`src/rtl/temp_read_scheduler.sv`:
```
// rtl/temp_read_scheduler.sv - round-robin scheduler sharing one 1-Wire temperature engine
// Optional TEMP_ALARM_EN adds a sticky over-threshold alarm (alarm_thresh_i, alarm_clr_i, alarm_o).
module temp_read_scheduler #(
    parameter int N_REQ          = 2,
    parameter int PERIOD_CYCLES  = 1000000,
    parameter int TIMEOUT_CYCLES = 2000000
) (
    input  logic             clk,
    input  logic             rst,
    input  logic [N_REQ-1:0] req_i,
    output logic [N_REQ-1:0] ack_o,
    output logic [15:0]      rsp_data_o,
    output logic             rsp_err_o,
    input  logic             auto_en_i,
    output logic             eng_start_o,
    output logic             eng_abort_o,
    input  logic             eng_done_i,
    input  logic             eng_err_i,
    input  logic [15:0]      eng_data_i,
    output logic [15:0]      last_temp_o,
    output logic             last_valid_o,
    output logic             busy_o,
`ifdef TEMP_ALARM_EN
    input  logic [15:0]      alarm_thresh_i,
    input  logic             alarm_clr_i,
    output logic             alarm_o,
`endif
    output logic [3:0]       grant_id_o
);

    localparam int PW = $clog2(PERIOD_CYCLES);
    localparam int TW = $clog2(TIMEOUT_CYCLES);
    localparam logic [3:0] AUTO_ID = 4'(N_REQ);

    typedef enum logic [1:0] {S_IDLE, S_START, S_WAIT, S_RESP} state_t;

    state_t        state_q, state_d;
    logic [3:0]    grant_q, grant_d;
    logic [3:0]    rr_q;
    logic [PW-1:0] per_q;
    logic          pend_q;
    logic          pend_clr;
    logic [TW-1:0] to_q;
    logic [15:0]   cap_data_q;
    logic          cap_err_q;
    logic [15:0]   last_temp_q;
    logic          last_valid_q;
    logic          found;
    logic [3:0]    pick;
    logic          ext_resp;
    logic          expired;
    logic          per_wrap;

    // Round-robin: first set bit at or above rr, else lowest set bit (the wrap).
    always_comb begin
        found = 1'b0;
        pick  = '0;
        for (int j = 0; j < N_REQ; j++) begin
            if (!found && req_i[j] && (4'(j) >= rr_q)) begin
                found = 1'b1;
                pick  = 4'(j);
            end
        end
        for (int j = 0; j < N_REQ; j++) begin
            if (!found && req_i[j]) begin
                found = 1'b1;
                pick  = 4'(j);
            end
        end
    end

    assign expired  = (to_q == TW'(TIMEOUT_CYCLES - 1));
    assign per_wrap = auto_en_i && (per_q == PW'(PERIOD_CYCLES - 1));
    assign ext_resp = (state_q == S_RESP) && (grant_q != AUTO_ID);

    always_comb begin
        state_d     = state_q;
        grant_d     = grant_q;
        pend_clr    = 1'b0;
        eng_start_o = 1'b0;
        eng_abort_o = 1'b0;
        case (state_q)
            S_IDLE: begin
                if (found) begin
                    grant_d = pick;
                    state_d = S_START;
                end else if (pend_q) begin
                    grant_d  = AUTO_ID;
                    pend_clr = 1'b1;
                    state_d  = S_START;
                end
            end
            S_START: begin
                eng_start_o = 1'b1;
                state_d     = S_WAIT;
            end
            S_WAIT: begin
                if (eng_done_i) begin
                    state_d = S_RESP;
                end else if (expired) begin
                    eng_abort_o = 1'b1;
                    state_d     = S_RESP;
                end
            end
            S_RESP: begin
                state_d = S_IDLE;
            end
            default: state_d = S_IDLE;
        endcase
    end

    always_comb begin
        ack_o = '0;
        for (int j = 0; j < N_REQ; j++) begin
            ack_o[j] = ext_resp && (grant_q == 4'(j));
        end
    end

    assign rsp_data_o   = ext_resp ? cap_data_q : 16'h0000;
    assign rsp_err_o    = ext_resp && cap_err_q;
    assign busy_o       = (state_q != S_IDLE);
    assign grant_id_o   = grant_q;
    assign last_temp_o  = last_temp_q;
    assign last_valid_o = last_valid_q;

    always_ff @(posedge clk or posedge rst) begin
        if (rst) begin
            state_q      <= S_IDLE;
            grant_q      <= '0;
            rr_q         <= '0;
            per_q        <= '0;
            pend_q       <= 1'b0;
            to_q         <= '0;
            cap_data_q   <= '0;
            cap_err_q    <= 1'b0;
            last_temp_q  <= '0;
            last_valid_q <= 1'b0;
        end else begin
            state_q <= state_d;
            grant_q <= grant_d;

            if (!auto_en_i || per_wrap) per_q <= '0;
            else                        per_q <= per_q + PW'(1);
            // A fresh wrap beats the clear from a grant in the same cycle.
            if (per_wrap)      pend_q <= 1'b1;
            else if (pend_clr) pend_q <= 1'b0;

            if (state_q == S_START) begin
                to_q <= '0;
            end else if (state_q == S_WAIT) begin
                to_q <= to_q + TW'(1);
                if (eng_done_i) begin
                    cap_data_q <= eng_data_i;
                    cap_err_q  <= eng_err_i;
                end else if (expired) begin
                    cap_data_q <= '0;
                    cap_err_q  <= 1'b1;
                end
            end

            if (state_q == S_RESP) begin
                if (!cap_err_q) begin
                    last_temp_q  <= cap_data_q;
                    last_valid_q <= 1'b1;
                end
                if (grant_q != AUTO_ID) begin
                    rr_q <= (grant_q == 4'(N_REQ - 1)) ? 4'd0 : grant_q + 4'd1;
                end
            end
        end
    end

`ifdef TEMP_ALARM_EN
    logic alarm_q;
    assign alarm_o = alarm_q;

    always_ff @(posedge clk or posedge rst) begin
        if (rst) begin
            alarm_q <= 1'b0;
        end else if ((state_q == S_RESP) && !cap_err_q &&
                     ($signed(cap_data_q) > $signed(alarm_thresh_i))) begin
            alarm_q <= 1'b1;
        end else if (alarm_clr_i) begin
            alarm_q <= 1'b0;
        end
    end
`endif

endmodule
```
`config.mk`:
```
export PLATFORM = sky130hd
export DESIGN_NAME = temp_read_scheduler
export DESIGN_NICKNAME = d
export VERILOG_FILES = /design/src/rtl/temp_read_scheduler.sv
export SDC_FILE = /design/constraint.sdc
export NUM_CORES = 1
export LEC_CHECK = 0
export ABC_AREA = 1
export CAP_MARGIN = 20
export CORE_UTILIZATION = 55
export DETAILED_ROUTE_END_ITERATION = 10
export DONT_BUFFER_PORTS = 1
export GPL_TIMING_DRIVEN = 0
export PLACE_DENSITY = 0.68
export SYNTH_ARGS = -nofsm -noshare
export SYNTH_HDL_FRONTEND = slang
export SYNTH_SLANG_ARGS = --single-unit
```
`constraint.sdc`:
```
create_clock -name clk -period 7.2 [get_ports clk]
set_clock_uncertainty 0.1 [all_clocks]
set_input_delay 1.08 -clock clk [delete_from_list [all_inputs] [get_ports clk]]
set_output_delay 1.08 -clock clk [all_outputs]
set_load 0.01 [all_outputs]
```
==> results.md, run 1 <==
* Result of the run: finished clean
* Final Critical Period at about 3300 ps
* Largest net degree at the start of global routing at 65
* Path class of the lowest-slack min-delay path: reg2reg
* Final nets at approximately 600
* Share of the synthesized area in the top cell type at between 40 and 50%
* Crit path launch type: flop
* Wire length of the first global-routing pass at about 16 mm
* HPWL after DPL at between 6 and 7 mm
* Root cell of the clock tree: sky130_fd_sc_hd__clkbuf_8
* Number of global-route vias before repair at ~3,400
* Die X-Extent at roughly 90 µm
* Most used cell, CP: sky130_fd_sc_hd__nand2_1
* H-tree levels at 3
* Total I/O pin count at 66
* Violation count after the first detailed-route iteration at 192
* Die outline height at between 90 and 100 µm
* Pleak at ~2.2 nW
* Netlist Area Pre-Place at about 4300 µm²
* Max layer used: met4
* Core region area at 7410 µm²
* Overflow left after global routing at 0
* Routed Antenna Nets at 0
* Final std cells w/o fill at 673
* Worst path setup slack after routing at between 3000 and 4000 ps
* Effective utilization at floorplan at between 50 and 60%
* Setup crit end kind: output pin
* Startpoint of the worst-slack reg-to-reg timing path: state_q[1]
* GRT Total Usage at 23.9%
* Met3 wirelength from detailed routing at between 400 and 500 µm
* Max-cap violations at 0
* # fillers at approximately 670
* Vias/cell at 5.26
* Number of iterations in the first detailed-routing pass at 5
* Most area-hungry cell type in the Yosys netlist: sky130_fd_sc_hd__dfrtp_1
* DRT Wirelength at around 9 mm
* PortBufs at 0
* Dpl cells at roughly 660
* Flops & latches, synth at between 80 and 90
* # rows at 31
* Cell types with the largest area share after synthesis: sky130_fd_sc_hd__dfrtp_1, sky130_fd_sc_hd__nand2_1, sky130_fd_sc_hd__nor2_1
* Setup repair after global routing missed its margin: false
* Setup-violating endpoint count in the final report at 0
* Area enclosed by the die boundary at 8170 µm²
* Count of buffers added by post-CTS timing repair for setup at 0
* VDD IR max at about 0.00015 V
* Via count at 3,537
* Fmax at 306 MHz
* Required time at the endpoint of the critical path at 6020 ps
* Number of instances in the synthesized netlist at about 560
* Final weighted congestion in routability-driven placement at roughly 0.87
* Cell variety after synth at 34
* Worst setup slack before clock tree synthesis at 4060 ps
* Share of cells above drive strength 1 at 8.19%
* Number of stages on the worst hold path at 2
* Hold slack at 378 ps
* Worst Hold Launch: cap_err_q
* Routed wl met2 at 4.19 mm
* Antenna cells at 0
* Number of hold buffers added after CTS at 0
* End of the worst register-to-register path: cap_data_q[2]
* Worst hold path endpoint: cap_err_q
* Clock Path Buffers at 2
* Area growth, synth to finish at 7.81%
* Final design area excluding fillers at about 4600 µm²
* Initial antenna violation count at 0
* Final Slew Violations at 0
* Worst path cell trace: ha_1 > nand2_1 > nand2_1 > clkinv_1 > clkbuf_1 > nor2_1
* Final total negative setup slack at 0 ps
* Sequential-to-total area share from yosys stat at 48.4%
* Power per cell area at approximately 300 nW/µm²
* Synth warnings at 0
* Final routed DRC violation total at 0
* Synth Area per Inst at 7.73 µm²
* Number of gates resized after CTS at 0
* Critical path start-end classification: reg2out
* Number of buffers added by the clock tree synthesis step at 9
* WL per Instance at ~13 µm
* Number of failing hold endpoints at the final stage at 0
* Worst reg-to-reg setup slack at between 5000 and 6000 ps
* CP max FO at 10
* Final Cycle Share at between 40% and 50%
* Clk pin slew, worst setup/hold paths at about 90 ps
* Worst r2r path cells at 6
* Highest cell delay on the worst timing path at 410 ps
* TritonCTS clock tree: built
* Sinks on the clock net at 83
* Source-to-sink clock delay at the later pin of the worst-skew pair at approximately 360 ps
* Critical path arrival at 2080 ps
* M1 WL at ~4.2 mm
* CP max stage cell: sky130_fd_sc_hd__dfrtp_1
* Total placed instance area at around 4500 µm²
sequential cells by signal, indices dropped and copies added, names as in the netlist:
| signal | cells |
|---|---|
| cap_data_q | 16 |
| cap_err_q | 1 |
| grant_id_o | 2 |
| last_temp_o | 16 |
| last_valid_o | 1 |
| pend_q | 1 |
| per_q | 20 |
| rr_q | 3 |
| state_q | 2 |
| to_q | 21 |
critical path, delay by kind of cell (launching register included):
kind,cells,cell delay (ps)
AND/OR/NAND/NOR,3,510
adder cells (fa/ha/maj),1,240
buffers and inverters,2,570
flip-flops,1,410
cell type report:
type | instances | area, µm² | share of cell area (%)
sequential | 83 | 2080 | 44.9
multi-input combinational | 385 | 1850 | 39.9
inverter | 74 | 280 | 6.05
clock buffer | 10 | 128 | 2.76
tap | 99 | 124 | 2.67
buffer | 15 | 98.8 | 2.13
clock inverter | 6 | 50.0 | 1.08
timing repair buffer | 1 | 27.5 | 0.594
synth_stat cells, drive strengths merged:
master	count
nand2	141
nor2	101
dfrtp	83
inv	72
nand3	33
nand4	30
o21ai	25
nor3	19
a21oi	12
clkbuf	8
xor2	8
buf	7
ha	6
clkinv	2
o211ai	2
a31oi	1
conb	1
o21a	1
o21bai	1
o22ai	1
o31ai	1
or2	1
cells by family (layout without fill, tap and decap cells):
logic type,after synthesis,count (layout),synth area share (%)
simple gates,325,325,33.9
xor+xnor,8,8,1.63
flops,83,83,48.4
compound gates,44,44,5.48
buf+inv,89,106,8.77
fa+ha+maj,6,6,1.75
other cells,1,2,0.0873
metal layers:
metal	vias to the layer above	track usage, %
met5	-	0
met4	0	8.06
met3	11	5.64
met2	83	38.7
met1	1658	31.6
li1	1785	-
per-stage QoR:
step | utilization [%] | power (mW)
3_3_place_gp | 59.7 | 1.11
2_1_floorplan | - | 1.00
3_5_place_dp | 60.1 | 1.12
6_report | 62.5 | 1.42
5_1_grt | 62.5 | 1.53
4_1_cts | 62.5 | 1.43
where the power goes:
part / switching [mW] / internal, mW / total, mW
Sequential: 0.0917 / 0.572 / 0.664
Clock: 0.182 / 0.129 / 0.311
Combinational: 0.311 / 0.136 / 0.447
how the worst max path moves through the flow:
stage | from | endpoint | slack (ps)
floorplan | rst | cap_data_q[0] | 3880
global placement | rst | last_temp_o[1] | 2970
detailed placement | eng_done_i | eng_abort_o | 4060
CTS | state_q[0] | rsp_data_o[9] | 3940
global route | state_q[0] | rsp_data_o[11] | 3750
finish | state_q[0] | rsp_data_o[12] | 3940
placed cells by master, fill, tap and decap left out, types with 2 or more instances in the layout:
cell                         Yosys  final
sky130_fd_sc_hd__buf_2           2      2
sky130_fd_sc_hd__xor2_1          8      8
sky130_fd_sc_hd__nor3_2          3      3
sky130_fd_sc_hd__inv_1          70     69
sky130_fd_sc_hd__conb_1          1      2
sky130_fd_sc_hd__clkinvlp_4      0      4
sky130_fd_sc_hd__nor2_4          2      2
sky130_fd_sc_hd__nand3_2         4      4
sky130_fd_sc_hd__a21oi_1        12     12
sky130_fd_sc_hd__ha_1            6      6
sky130_fd_sc_hd__nand3_1        28     28
sky130_fd_sc_hd__nand2_4         2      2
sky130_fd_sc_hd__o211ai_1        2      2
sky130_fd_sc_hd__nand2_1       136    136
sky130_fd_sc_hd__nand4_1        30     30
sky130_fd_sc_hd__nor3_1         16     16
sky130_fd_sc_hd__buf_4           3      3
sky130_fd_sc_hd__inv_2           2      2
sky130_fd_sc_hd__clkbuf_1        7      8
sky130_fd_sc_hd__dfrtp_1        83     83
sky130_fd_sc_hd__o21ai_0        25     25
sky130_fd_sc_hd__nor2_1         95     95
sky130_fd_sc_hd__nand2_2         3      3
sky130_fd_sc_hd__clkbuf_8        1     10
sky130_fd_sc_hd__clkinv_1        2      2
sky130_fd_sc_hd__nor2_2          4      4
Note: power is estimated with default switching activity, not from simulation.
==> run 2: changes to the inputs <==
==> constraint.sdc (replaced) <==
create_clock -name clk -period 3.2 [get_ports clk]
set_clock_uncertainty 0.1 [all_clocks]
set_input_delay 0.48 -clock clk [delete_from_list [all_inputs] [get_ports clk]]
set_output_delay 0.48 -clock clk [all_outputs]
set_load 0.01 [all_outputs]
==> run 2 against run 1 <==
  * First-iteration DRC count shrank 5.2%
  * Clock power grew 120%
  * Wire length shrank 0.12%
  * Non-clock buffer count grew 1
  * Core utilization grew 0.14 points
  * Via count is essentially flat
  * Setup slack lost 3400 ps
  * Sequential share of layout area shrank 0.097 points
  * Total power grew 130%
  * Sequential cell count is the same
  * Combinational power grew 130%
  * Die area is the same
  * Highest routed layer unchanged
==> results.md, run 2 (same netlist as run 1, synthesis figures left out) <==
* TritonCTS clock tree: built
* Fmax at about 380 MHz
* Path class of the lowest-slack min-delay path: in2reg
* HPWL after DPL at 6.68 mm (unchanged)
* Final routed DRC violation total at 0 (unchanged)
* Critical path start-end classification: reg2out
* Initial antenna violation count at 0 (unchanged)
* Hold slack at 152 ps (-227 ps)
* Number of stages on the worst hold path at 2 (unchanged)
* Power per cell area at 689 nW/µm² (+120%)
* Clock Path Buffers at 2 (unchanged)
* Routed Antenna Nets at 0 (unchanged)
* Largest net degree at the start of global routing at 65 (unchanged)
* Number of flip-flops under the largest register name at 21 (unchanged)
* Setup-violating endpoint count in the final report at 0 (unchanged)
* Setup repair after global routing missed its margin: false
* Root cell of the clock tree: sky130_fd_sc_hd__clkbuf_8
* Critical path arrival at 2080 ps (about the same)
* Register containing the most flip-flops in the final layout: to_q
* GRT Total Usage at 23.9% (about the same)
* Commonest non-fill, non-tap cell in the layout: sky130_fd_sc_hd__nand2_1
* Die X-Extent at 90.4 µm (unchanged)
* Worst r2r path cells at 6 (unchanged)
* Number of gates resized after CTS at 0 (unchanged)
* Final nets at 599 (+0.17%)
* Worst reg-to-reg setup slack at 1300 ps (-3990 ps)
* Final Cycle Share at between 80 and 90%
* Antenna cells at 0 (unchanged)
* Sinks on the clock net at 83 (unchanged)
* Clk pin slew, worst setup/hold paths at 90 ps (about the same)
* H-tree levels at 3 (unchanged)
* Required time at the endpoint of the critical path at 2620 ps (-3400 ps)
* Source-to-sink clock delay at the later pin of the worst-skew pair at 360 ps (about the same)
* Violation count after the first detailed-route iteration at 182 (-5.2%)
* Wire length of the first global-routing pass at 15.7 mm (about the same)
* Final Critical Period at 2660 ps
* Overflow left after global routing at 0 (unchanged)
* Top library cells by usage in the layout, fill and taps aside: sky130_fd_sc_hd__nand2_1, sky130_fd_sc_hd__nor2_1, sky130_fd_sc_hd__dfrtp_1
* Area enclosed by the die boundary at 8170 µm² (unchanged)
* PortBufs at 0 (unchanged)
* Final weighted congestion in routability-driven placement at 0.868 (unchanged)
* Crit path launch type: flop
* Die outline height at 90.4 µm (unchanged)
* VDD IR max at 0.000333 V (+130%)
* CP max FO at 10 (unchanged)
* WL per Instance at 13.3 µm (-0.27%)
* # rows at 31 (unchanged)
* Area growth, synth to finish at 8.04%
* Vias/cell at 5.24 (-0.23%)
* End of the worst register-to-register path: cap_data_q[2]
* DRT Wirelength at 8.95 mm (-0.12%)
* Core region area at 7410 µm² (unchanged)
* Largest regs: to_q x21, per_q x20
* Number of global-route vias before repair at 3,367 (+0.18%)
* Worst Hold Launch: auto_en_i
* Worst hold path endpoint: per_q[18]
* Total I/O pin count at 66 (unchanged)
* Pleak at 2.18 nW (+0.19%)
* Final Slew Violations at 0 (unchanged)
* Number of iterations in the first detailed-routing pass at 4 (-1)
* Worst setup slack before clock tree synthesis at 946 ps (-3120 ps)
* Setup crit end kind: output pin
* Number of buffers added by the clock tree synthesis step at 9 (unchanged)
* Startpoint of the worst-slack reg-to-reg timing path: state_q[1]
* Result of the run: finished clean
* Worst path setup slack after routing at 540 ps (-3400 ps)
* Effective utilization at floorplan at 58.0% (unchanged)
* Via count at 3,534 (-0.085%)
* Share of cells above drive strength 1 at 8.17% (-0.014 points)
* Max-cap violations at 0 (unchanged)
* Number of failing hold endpoints at the final stage at 0 (unchanged)
[run 2: metal layers]
metal | vias to the layer above | global-route usage, % | share of wire [%]
met3 | 11 | 5.64 | 4.9
li1 | 1788 | - | -
met1 | 1653 | 31.6 | 47
met2 | 82 | 38.8 | 47
met4 | 0 | 8.06 | 1.5
met5 | - | 0 | 0
[run 2: metrics by stage]
step / power [mW] / setup TNS [ps] / cell area [µm²] / utilization (%) / instances
3_5_place_dp: 2.53 / 0 / 4450 / 60.1 / 657
3_3_place_gp: 2.49 / -35190 / 4420 / 59.7 / 656
2_1_floorplan: 2.26 / 0 / 4300 / - / 557
4_1_cts: 3.23 / 0 / 4640 / 62.6 / 674
6_report: 3.20 / 0 / 4640 / 62.6 / 674
5_1_grt: 3.45 / 0 / 4640 / 62.6 / 674
[run 2: how the worst max path moves through the flow]
stage | start | end
global route | state_q[0] | rsp_data_o[11]
floorplan | rst | cap_data_q[0]
finish | state_q[0] | rsp_data_o[12]
CTS | state_q[0] | rsp_data_o[9]
detailed placement | state_q[0] | rsp_data_o[9]
global placement | rst | last_temp_o[1]
[run 2: timing repair]
item	in CTS	in global routing
hold buffers	1	0
endpoints found under the hold margin	19	0
setup buffers	0	0
[run 2: where the power goes]
| group | switching [mW] | total (mW) | leakage, nW | internal [mW] |
|---|---|---|---|---|
| registers | 0.207 | 1.49 | 1.10 | 1.29 |
| clock network | 0.407 | 0.697 | 0.0771 | 0.290 |
| logic | 0.701 | 1.01 | 1.00 | 0.307 |
| total | 1.32 | 3.20 | 2.18 | 1.88 |
[run 2: worst max-delay path, stage by stage (launching register included)]
cell	delay, ps
sky130_fd_sc_hd__dfrtp_1	410
sky130_fd_sc_hd__ha_1	240
sky130_fd_sc_hd__nand2_1	130
sky130_fd_sc_hd__nand2_1	110
sky130_fd_sc_hd__clkinv_1	250
sky130_fd_sc_hd__clkbuf_1	320
sky130_fd_sc_hd__nor2_1	270
[run 2: final cells by class]
cell class                      instances  area, µm²
Fill cell                             668       2770
Sequential cell                        83       2080
Multi-Input combinational cell        385       1850
Inverter                               74        280
Clock buffer                           10        128
Tap cell                               99        124
Buffer                                 15       98.8
Clock inverter                          6       50.0
Timing Repair Buffer                    2       37.5
==> run 3: changes to the inputs <==
--- a/config.mk
+++ b/config.mk
@@ -11,7 +11,7 @@
 export DETAILED_ROUTE_END_ITERATION = 10
 export DONT_BUFFER_PORTS = 1
 export GPL_TIMING_DRIVEN = 0
-export PLACE_DENSITY = 0.68
+export PLACE_DENSITY = 0.71
 export SYNTH_ARGS = -nofsm -noshare
 export SYNTH_HDL_FRONTEND = slang
 export SYNTH_SLANG_ARGS = --single-unit
==> constraint.sdc (replaced) <==
create_clock -name clk -period 2.14 [get_ports clk]
set_clock_uncertainty 0.1 [all_clocks]
set_input_delay 0.321 -clock clk [delete_from_list [all_inputs] [get_ports clk]]
set_output_delay 0.321 -clock clk [all_outputs]
set_load 0.01 [all_outputs]
==> run 3 against run 2 <==
  * Sequential cell count unchanged
  * Sequential power rose by 50%
  * Die area is the same
  * Core utilization increased by 2.9 points
  * Final cell count is 1.5% higher
  * Combinational power is 75% higher
  * Clock power grew 49%
  * Critical path type unchanged
  * Largest cell class unchanged
  * Highest routed layer unchanged
==> results.md, run 3 (same netlist as run 1, synthesis figures left out) <==
* Critical path start-end classification: reg2out
* Clock Path Buffers at 2 (unchanged)
* # rows at 31 (unchanged)
* Final nets at 609 (+1.7%)
* Worst slew margin relative to its limit at around half
* Largest regs: to_q x21, per_q x20
* Wire length of the first global-routing pass at 16.3 mm (+3.9%)
* H-tree levels at 3 (unchanged)
* Die X-Extent at 90.4 µm (unchanged)
* WL per Instance at 13.9 µm (+4.5%)
* Root cell of the clock tree: sky130_fd_sc_hd__clkbuf_8
* Total I/O pin count at 66 (unchanged)
* Final Critical Period at around 2000 ps
* Register containing the most flip-flops in the final layout: to_q
* Final weighted congestion in routability-driven placement at 0.864 (-0.37%)
* Routed Antenna Nets at 0 (unchanged)
* Crit path launch type: flop
* Final Util at 65.5% (+2.9 points)
* Source-to-sink clock delay at the later pin of the worst-skew pair at 360 ps (about the same)
* TritonCTS clock tree: built
* Final Slew Violations at 0 (unchanged)
* Number of iterations in the first detailed-routing pass at 6 (+2)
* Number of flip-flops under the largest register name at 21 (unchanged)
* Initial antenna violation count at 0 (unchanged)
* Area growth, synth to finish at 13.0%
* Largest net degree at the start of global routing at 33 (-49%)
* Violation count after the first detailed-route iteration at 119 (-35%)
* Number of buffers added by the clock tree synthesis step at 9 (unchanged)
* VDD IR max at 0.000545 V (+63%)
* Result of the run: finished clean
* Max-cap violations at 0 (unchanged)
* Power per cell area at 1040 nW/µm² (+51%)
* Via count at 3,632 (+2.8%)
* CP max FO at 10 (unchanged)
* Fmax at around 500 MHz
* Number of failing hold endpoints at the final stage at 0 (unchanged)
* Final routed DRC violation total at 0 (unchanged)
* Required time at the endpoint of the critical path at 1720 ps (-900 ps)
* Setup crit end kind: output pin
* Die outline height at 90.4 µm (unchanged)
* Share of cells above drive strength 1 at 11.3% (+3.1 points)
* PortBufs at 0 (unchanged)
* GRT Total Usage at 25.1% (+1.2 points)
* Clk pin slew, worst setup/hold paths at 90 ps (about the same)
* Antenna cells at 0 (unchanged)
* Final Cycle Share at between 90% and 100%
* Top library cells by usage in the layout, fill and taps aside: sky130_fd_sc_hd__nand2_1, sky130_fd_sc_hd__nor2_1, sky130_fd_sc_hd__dfrtp_1
* DRT Wirelength at 9.49 mm (+6.0%)
* Commonest non-fill, non-tap cell in the layout: sky130_fd_sc_hd__nand2_1
* Overflow left after global routing at 0 (unchanged)
* Effective utilization at floorplan at 58.0% (unchanged)
* Setup-violating endpoint count in the final report at 0 (unchanged)
* Sinks on the clock net at 83 (unchanged)
* Total power consumption of the routed design at 5.04 mW (+57%)
* Core region area at 7410 µm² (unchanged)
* Setup repair after global routing missed its margin: false
* Critical path arrival at 1630 ps (-450 ps)
* Worst Max-Slew Pin Slew at between 700 and 800 ps
* Area enclosed by the die boundary at 8170 µm² (unchanged)
* HPWL after DPL at 6.97 mm (+4.3%)
* Number of global-route vias before repair at 3,666 (+8.9%)
* Final total negative setup slack at 0 ps (unchanged)
* Path class of the lowest-slack min-delay path: in2reg
* Vias/cell at 5.31 (+1.3%)
* Pleak at 2.24 nW (+2.7%)
==> run 3: cell types whose count changed in the layout (fill, tap and decap cells not counted), sizes merged <==
cell,change
inv,-1
dlygate4sd3,+7
clkinv,+1
clkbuf,-1
buf,+4
==> run 3: power breakdown <==
part / internal (mW) / switching [mW] / leakage [nW]
Combinational: 0.563 / 1.20 / 1.06
Clock: 0.432 / 0.609 / 0.0795
Sequential: 1.92 / 0.309 / 1.10
Total: 2.92 / 2.12 / 2.24
==> run 3: worst max-delay path, cell delays in order (launching register included) <==
cell	delay, ps
sky130_fd_sc_hd__dfrtp_1	430
sky130_fd_sc_hd__ha_4	170
sky130_fd_sc_hd__nand2_1	110
sky130_fd_sc_hd__nand2_2	130
sky130_fd_sc_hd__clkinv_4	100
sky130_fd_sc_hd__buf_8	180
sky130_fd_sc_hd__nor2_2	150
==> run 3: what timing repair did <==
action                                  in CTS  in global routing
endpoints found under the setup margin      18                 11
buffers inserted                             1                  1
gates resized for setup                     18                 12
hold buffers                                 8                  0
hold endpoints to repair                    39                  0
gates cloned                                 0                  0
==> run 3: per-layer routing <==
metal  up-vias  wire, µm  global-route usage (%)
li1       1812         -                       -
met1      1708      4180                    31.4
met2        90      4610                    41.5
met3        22       466                    5.30
met4         0       233                    11.8
met5         -         0                       0
==> run 3: through the flow <==
step                      hold slack, ps  cell area, µm²  setup WS (ps)  cells
final                               6.18            4860           90.1    684
after global routing                11.2            4860           2.31    684
after floorplan                      342            4300            426    557
after global placement               355            4430           87.0    656
after CTS                           1.20            4790           20.4    683
after detailed placement             244            4470           33.0    658
==> run 3: final cells by class <==
class	instances	area, µm²
multi-input combinational	385	1940
sequential	83	2080
fill	625	2550
clock inverter	6	48.8
timing repair buffer	12	143
buffer	15	110
tap	99	124
clock buffer	10	128
inverter	74	287
==> run 3: final timing paths <==
kind | startpoint | to | slack, ps | depth (start not counted)
max reg2reg | state_q[0] | cap_data_q[2] | 170 | 6
min reg2reg | cap_data_q[12] | cap_data_q[12] | 380 | 2
max | state_q[1] | rsp_data_o[5] | 90 | 6
min in group asynchronous | rst | last_temp_o[11] | 440 | 2
max in group asynchronous | rst | to_q[12] | 730 | 4
min | eng_data_i[6] | cap_data_q[6] | 6 | 2
